File: config.mk
export PLATFORM = sky130hd
export DESIGN_NAME = apb_rr_manager
export DESIGN_NICKNAME = d
export VERILOG_FILES = /design/src/rtl/apb_rr_manager.sv
export SDC_FILE = /design/constraint.sdc
export NUM_CORES = 1
export LEC_CHECK = 0
export BUFFER_PORTS_ARGS = -buffer_cell sky130_fd_sc_hd__buf_2
export CORE_AREA = 5 5 112 114
export DETAILED_ROUTE_END_ITERATION = 16
export DIE_AREA = 0 0 117 119
export PLACE_DENSITY = 0.83
export SLEW_MARGIN = 20
export SYNTH_ARGS = -nofsm -noshare
export SYNTH_HDL_FRONTEND = slang
export SYNTH_SLANG_ARGS = --single-unit
File: constraint.sdc
create_clock -name clk -period 2.55 [get_ports clk]
set_input_delay 0.1275 -clock clk [delete_from_list [all_inputs] [get_ports clk]]
set_output_delay 0.1275 -clock clk [all_outputs]
set_load 0.01 [all_outputs]
File: src/rtl/apb_rr_manager.sv
// apb_rr_manager: APB manager shared by ReqNum requesters with round-robin
// arbitration. A granted request is latched, then driven through the
// SETUP/ACCESS phases. Completion returns a one-cycle reqAck pulse with
// registered respData/respError.
//
// Handshake: a requester raises reqValid and holds it, with its request
// fields, until it sees its reqAck bit. A request dropped before grant is
// ignored. Fields that change after grant do not affect the latched
// transfer. The requester that was just acked is masked from arbitration
// in the completion cycle and in the ack cycle. This lets it drop reqValid
// in reaction to reqAck without being granted twice.
//
// Optional feature: define APB_RR_TIMEOUT_EN to end an ACCESS phase with an
// error after TimeoutCycles cycles of ready=0. Without the macro the manager
// waits for ready indefinitely.
//
// dbgState exposes the FSM state: 0 = IDLE, 1 = SETUP, 2 = ACCESS.
module apb_rr_manager #(
    parameter int AddrWidth     = 32,
    parameter int DataWidth     = 32,
    parameter int PrphNum       = 4,
    parameter int ReqNum        = 2,
    parameter int TimeoutCycles = 16
) (
    input  logic                          clk,
    input  logic                          reset,
    input  logic [ReqNum-1:0]             reqValid,
    input  logic [ReqNum*AddrWidth-1:0]   reqAddr,
    input  logic [ReqNum-1:0]             reqWrite,
    input  logic [ReqNum*DataWidth-1:0]   reqWData,
    input  logic [ReqNum*DataWidth/8-1:0] reqStrb,
    input  logic [ReqNum*3-1:0]           reqProt,
    output logic [ReqNum-1:0]             reqAck,
    output logic [DataWidth-1:0]          respData,
    output logic                          respError,
    output logic [AddrWidth-1:0]          addr,
    output logic [2:0]                    prot,
    output logic [PrphNum-1:0]            selectors,
    output logic                          enable,
    output logic                          write,
    output logic [DataWidth-1:0]          wData,
    output logic [DataWidth/8-1:0]        strb,
    input  logic                          ready,
    input  logic [DataWidth-1:0]          rData,
    input  logic                          subError,
    output logic [1:0]                    dbgState
);

    localparam int GW = $clog2(ReqNum);
    localparam int PW = $clog2(PrphNum);
    localparam int SW = DataWidth / 8;

    typedef enum logic [1:0] {
        IDLE   = 2'd0,
        SETUP  = 2'd1,
        ACCESS = 2'd2
    } state_e;

    state_e                state_q, state_d;
    logic [GW-1:0]         last_grant_q, last_grant_d;
    logic [GW-1:0]         grant_q, grant_d;
    logic [AddrWidth-1:0]  addr_q, addr_d;
    logic [2:0]            prot_q, prot_d;
    logic                  write_q, write_d;
    logic [DataWidth-1:0]  wdata_q, wdata_d;
    logic [SW-1:0]         strb_q, strb_d;
    logic [ReqNum-1:0]     ack_q, ack_d;
    logic [DataWidth-1:0]  resp_data_q, resp_data_d;
    logic                  resp_err_q, resp_err_d;

    logic [ReqNum-1:0]     cand;
    logic                  found;
    logic [GW-1:0]         pick;
    int                    idx;
    logic                  do_grant;
    logic                  timeout;

`ifdef APB_RR_TIMEOUT_EN
    localparam int TW = $clog2(TimeoutCycles + 1);
    logic [TW-1:0] tmo_q, tmo_d;

    // Count ACCESS cycles spent waiting; expire on the last allowed cycle.
    always_comb begin
        timeout = (state_q == ACCESS) && !ready && (tmo_q == TW'(TimeoutCycles - 1));
        tmo_d   = '0;
        if (state_q == ACCESS && !ready && !timeout) begin
            tmo_d = tmo_q + 1'b1;
        end
    end

    // Timeout counter register.
    always_ff @(posedge clk) begin
        if (reset) begin
            tmo_q <= '0;
        end else begin
            tmo_q <= tmo_d;
        end
    end
`else
    assign timeout = 1'b0;
`endif

    // Round-robin search starting one past the last granted requester.
    always_comb begin
        cand = reqValid & ~ack_q;
        if (state_q == ACCESS) begin
            cand[grant_q] = 1'b0;
        end
        found = 1'b0;
        pick  = '0;
        idx   = 0;
        for (int k = 1; k <= ReqNum; k++) begin
            idx = int'(last_grant_q) + k;
            if (idx >= ReqNum) begin
                idx = idx - ReqNum;
            end
            if (!found && cand[idx[GW-1:0]]) begin
                found = 1'b1;
                pick  = idx[GW-1:0];
            end
        end
    end

    // Next-state logic: phase sequencing, grant latching and completion.
    always_comb begin
        state_d      = state_q;
        last_grant_d = last_grant_q;
        grant_d      = grant_q;
        addr_d       = addr_q;
        prot_d       = prot_q;
        write_d      = write_q;
        wdata_d      = wdata_q;
        strb_d       = strb_q;
        ack_d        = '0;
        resp_data_d  = resp_data_q;
        resp_err_d   = 1'b0;
        do_grant     = 1'b0;

        case (state_q)
            IDLE: begin
                do_grant = found;
            end
            SETUP: begin
                state_d = ACCESS;
            end
            ACCESS: begin
                if (ready || timeout) begin
                    ack_d[grant_q] = 1'b1;
                    resp_data_d    = ready ? rData : '0;
                    resp_err_d     = ready ? subError : 1'b1;
                    state_d        = IDLE;
                    do_grant       = found;
                end
            end
            default: begin
                state_d = IDLE;
            end
        endcase

        if (do_grant) begin
            state_d      = SETUP;
            grant_d      = pick;
            last_grant_d = pick;
            addr_d       = reqAddr[int'(pick)*AddrWidth +: AddrWidth];
            prot_d       = reqProt[int'(pick)*3 +: 3];
            write_d      = reqWrite[pick];
            wdata_d      = reqWData[int'(pick)*DataWidth +: DataWidth];
            // Reads never carry strobes, whatever the requester presents.
            strb_d       = reqWrite[pick] ? reqStrb[int'(pick)*SW +: SW] : '0;
        end
    end

    // State and datapath registers; reset aborts any transfer in flight.
    always_ff @(posedge clk) begin
        if (reset) begin
            state_q      <= IDLE;
            last_grant_q <= GW'(ReqNum - 1);
            grant_q      <= '0;
            addr_q       <= '0;
            prot_q       <= '0;
            write_q      <= 1'b0;
            wdata_q      <= '0;
            strb_q       <= '0;
            ack_q        <= '0;
            resp_data_q  <= '0;
            resp_err_q   <= 1'b0;
        end else begin
            state_q      <= state_d;
            last_grant_q <= last_grant_d;
            grant_q      <= grant_d;
            addr_q       <= addr_d;
            prot_q       <= prot_d;
            write_q      <= write_d;
            wdata_q      <= wdata_d;
            strb_q       <= strb_d;
            ack_q        <= ack_d;
            resp_data_q  <= resp_data_d;
            resp_err_q   <= resp_err_d;
        end
    end

    // Peripheral select decodes the top address bits while a transfer is active.
    always_comb begin
        selectors = '0;
        if (state_q != IDLE) begin
            selectors[addr_q[AddrWidth-1 -: PW]] = 1'b1;
        end
    end

    assign enable    = (state_q == ACCESS);
    assign addr      = addr_q;
    assign prot      = prot_q;
    assign write     = write_q;
    assign wData     = wdata_q;
    assign strb      = strb_q;
    assign reqAck    = ack_q;
    assign respData  = resp_data_q;
    assign respError = resp_err_q;
    assign dbgState  = state_q;

endmodule

==> flow_summary.json <==
{
  "ir_worst_vdd_mv": 0.695,
  "max_stage_delay_ns": 0.67,
  "synth_ff_type": "dfxtp_1",
  "die_y_um": 119,
  "min_period_ns": 2.22,
  "ys_ff_latch": 111,
  "ys_async_sr_fraction_pct": 0,
  "hold_viol_final": 0,
  "cts_max_level": 3,
  "status": "completed",
  "rsz0062_at_grt": "false",
  "grt_pass1_vias": 4310,
  "grt_start_max_net_pins": 70,
  "portBuffers": 295,
  "path_clk_slew_ns": 0.07,
  "area_growth_pct": 46.9,
  "die_area_um2": 13900,
  "via_count": 4356,
  "max_freq_mhz": 451,
  "post-route-drc-count": 0,
  "setup_violations": 0,
  "fin_cells": 877,
  "yosysWarnings": 0,
  "worst_pin_slew_ns": 0.786,
  "fin_tns_setup_ns": 0,
  "layout_common_cells": "295 x buf_2, 111 x dfxtp_1, 69 x mux2i_1",
  "fp.dieW_um": 117,
  "cts_tree": "built",
  "r2r_setup_slack_ns": 0.33,
  "post_cts_buffers": 0,
  "intPower_mw": 3.20,
  "synth-seq-area-share_pct": 50.3,
  "initial_utilization_pct": 39.0,
  "path_cells": "and3b_1 > o22ai_1 > a21oi_4 > buf_4 > o2bb2ai_1",
  "grt_antenna_before_repair": 0,
  "gp_congestion": 0.863,
  "r2r_cells": 5,
  "syn_avg_cell_area_um2": 10.2,
  "rows": 39,
  "hold_buffers": 15,
  "routedWlPerCell_um": 16.5,
  "arrival_ns": 2.48,
  "cp_slowest_cell": "a21oi_4",
  "synth_edf_count": 0,
  "cts.path.max_buffers": 2,
  "synthesis.area_um2": 4420,
  "nFillCells": 978,
  "worstSetupStartpointType": "flip-flop",
  "grt_pass1_wl_um": 21700,
  "slew_viol_final": 0,
  "routed_wl_um": 14400,
  "cts_resized": 0,
  "reg2reg_from": "dbgState[0]",
  "cts_root_buf": "clkbuf_16",
  "rr_endpoint": "wData[12]",
  "crit_path_max_fanout": 26,
  "max_slew_margin_pct": 47.5,
  "crit_required_ns": 2.82,
  "syn_nets": 616,
  "comb_power_share_pct": 19.3,
  "final_layout_size_suffix_gt1_share_pct": 44.7,
  "p_sw_share_pct": 26.5,
  "final_antenna_net_count": 0,
  "core-area_um2": 11300,
  "power_frac_clock_pct": 35.6,
  "path_class": "flip-flop to flip-flop",
  "hold-path-endpoint": "respData[30]",
  "clock-sinks": 111,
  "yosysUniqueCellTypes": 37,
  "hpwlAfterDp_um": 10800,
  "hp-start": "rData[30]",
  "clk_latency_ns": 0.35,
  "critPathCaptureType": "flip-flop",
  "power_leakage_nw": 3.31,
  "io_pins": 296,
  "viasPerCell": 4.97,
  "drt-pass1-iter-count": 5,
  "p_per_area_nw_per_um2": 671,
  "nets": 911,
  "whs_path_depth": 3,
  "max_cap_violations": 0,
  "fin_skew_ns": 0.0118,
  "grt_overflow": 0,
  "placed_cells": 846,
  "grt.total_usage_pct": 19.7,
  "cts_buffers": 9,
  "diodes": 0,
  "period_share_pct": 87.0,
  "hold_class": "input port to flip-flop",
  "sequentialPowerShare_pct": 45.1,
  "synthCells": 434,
  "drt_iter0_markers": 205,
  "p_switching_mw": 1.15,
  "final_common_cell": "buf_2"
}
## stage by stage
step	power [mW]	util [%]	worst slack, ns	instance area (um^2)	hold slack (ns)
floorplan	2.44	-	0.803	4420	0.263
global placement	2.82	53.0	0.408	6000	0.356
detailed placement	2.84	53.0	0.352	6000	0.359
CTS	4.42	57.3	0.337	6490	0.00111
global route	4.58	57.3	0.103	6490	0.000639
finish	4.36	57.3	0.332	6490	0.0144
## Yosys cell counts (2+ instances only)
library cell | count | share of area [%]
dfxtp_1 | 111 | 50
inv_1 | 5 | 0.42
nor3_1 | 3 | 0.34
nor2b_1 | 2 | 0.28
clkbuf_1 | 19 | 1.6
nor3b_1 | 2 | 0.34
o221ai_1 | 3 | 0.59
nand4_1 | 3 | 0.42
nand2_1 | 69 | 5.9
mux2i_1 | 69 | 16
buf_1 | 2 | 0.17
a21oi_1 | 32 | 3.6
buf_6 | 4 | 1.0
and4_1 | 2 | 0.40
buf_2 | 9 | 1.0
nand2b_1 | 4 | 0.57
nor2_1 | 7 | 0.59
o22ai_1 | 2 | 0.28
o2bb2ai_1 | 67 | 13
inv_2 | 2 | 0.17
## worst max-delay path, delay by kind of cell (launching register included)
kind                   cells  cell delay [ns]
buffers and inverters      1             0.39
AND/OR/NAND/NOR            1             0.33
flip-flops                 1             0.41
AO/OA/AOI/OAI              3             0.99
## power by group through the flow
stage	clock (mW)	sequential (mW)	combinational [mW]
after global placement	0	2.00	0.822
after global routing	1.68	1.98	0.914
final	1.55	1.96	0.843
after floorplan	0	2.07	0.375
after CTS	1.60	1.96	0.854
after detailed placement	0	2.00	0.836
## per-layer routing
layer / track usage, % / part of all wire, %
met5: 0 / 0
met3: 8.98 / 12
met2: 34.1 / 50
met1: 21.6 / 37
met4: 5.16 / 1.6
## how the worst max path moves through the flow
| stage | from | to | slack, ns | cells past startpoint |
|---|---|---|---|---|
| global route | dbgState[1] | addr[14] | 0.10 | 5 |
| finish | dbgState[0] | wData[12] | 0.33 | 5 |
| global placement | dbgState[0] | wData[12] | 0.41 | 5 |
| floorplan | dbgState[0] | addr[30] | 0.80 | 8 |
| CTS | dbgState[1] | wData[12] | 0.34 | 5 |
| detailed placement | dbgState[0] | prot[1] | 0.35 | 5 |
## sequential cells by signal (all words and copies together), names as in the netlist
register / count
addr: 32
respData: 32
wData: 32
strb: 4
prot: 3
dbgState: 2
reqAck: 2
grant_q: 1
last_grant_q: 1
respError: 1
write: 1
## final cells by class
type	instances	area, um^2	share of cell area (%)
Sequential cell	111	2220	34.2
Multi-Input combinational cell	282	2010	31.0
Timing Repair Buffer	318	1710	26.4
Clock buffer	11	253	3.89
Tap cell	143	179	2.76
Clock inverter	5	86.3	1.33
Inverter	7	26.3	0.405
## cell families (layout without fill, tap and decap cells)
kind of cell	Yosys count	count (layout)	share of synthesized area, %
flip-flops	111	111	50.3
AND/OR/NAND/NOR	100	100	10.2
buffers and inverters	41	341	4.42
AO/OA/AOI/OAI	113	113	19.4
multiplexers	69	69	15.6
No activity file was read; power rests on OpenSTA's default activity.
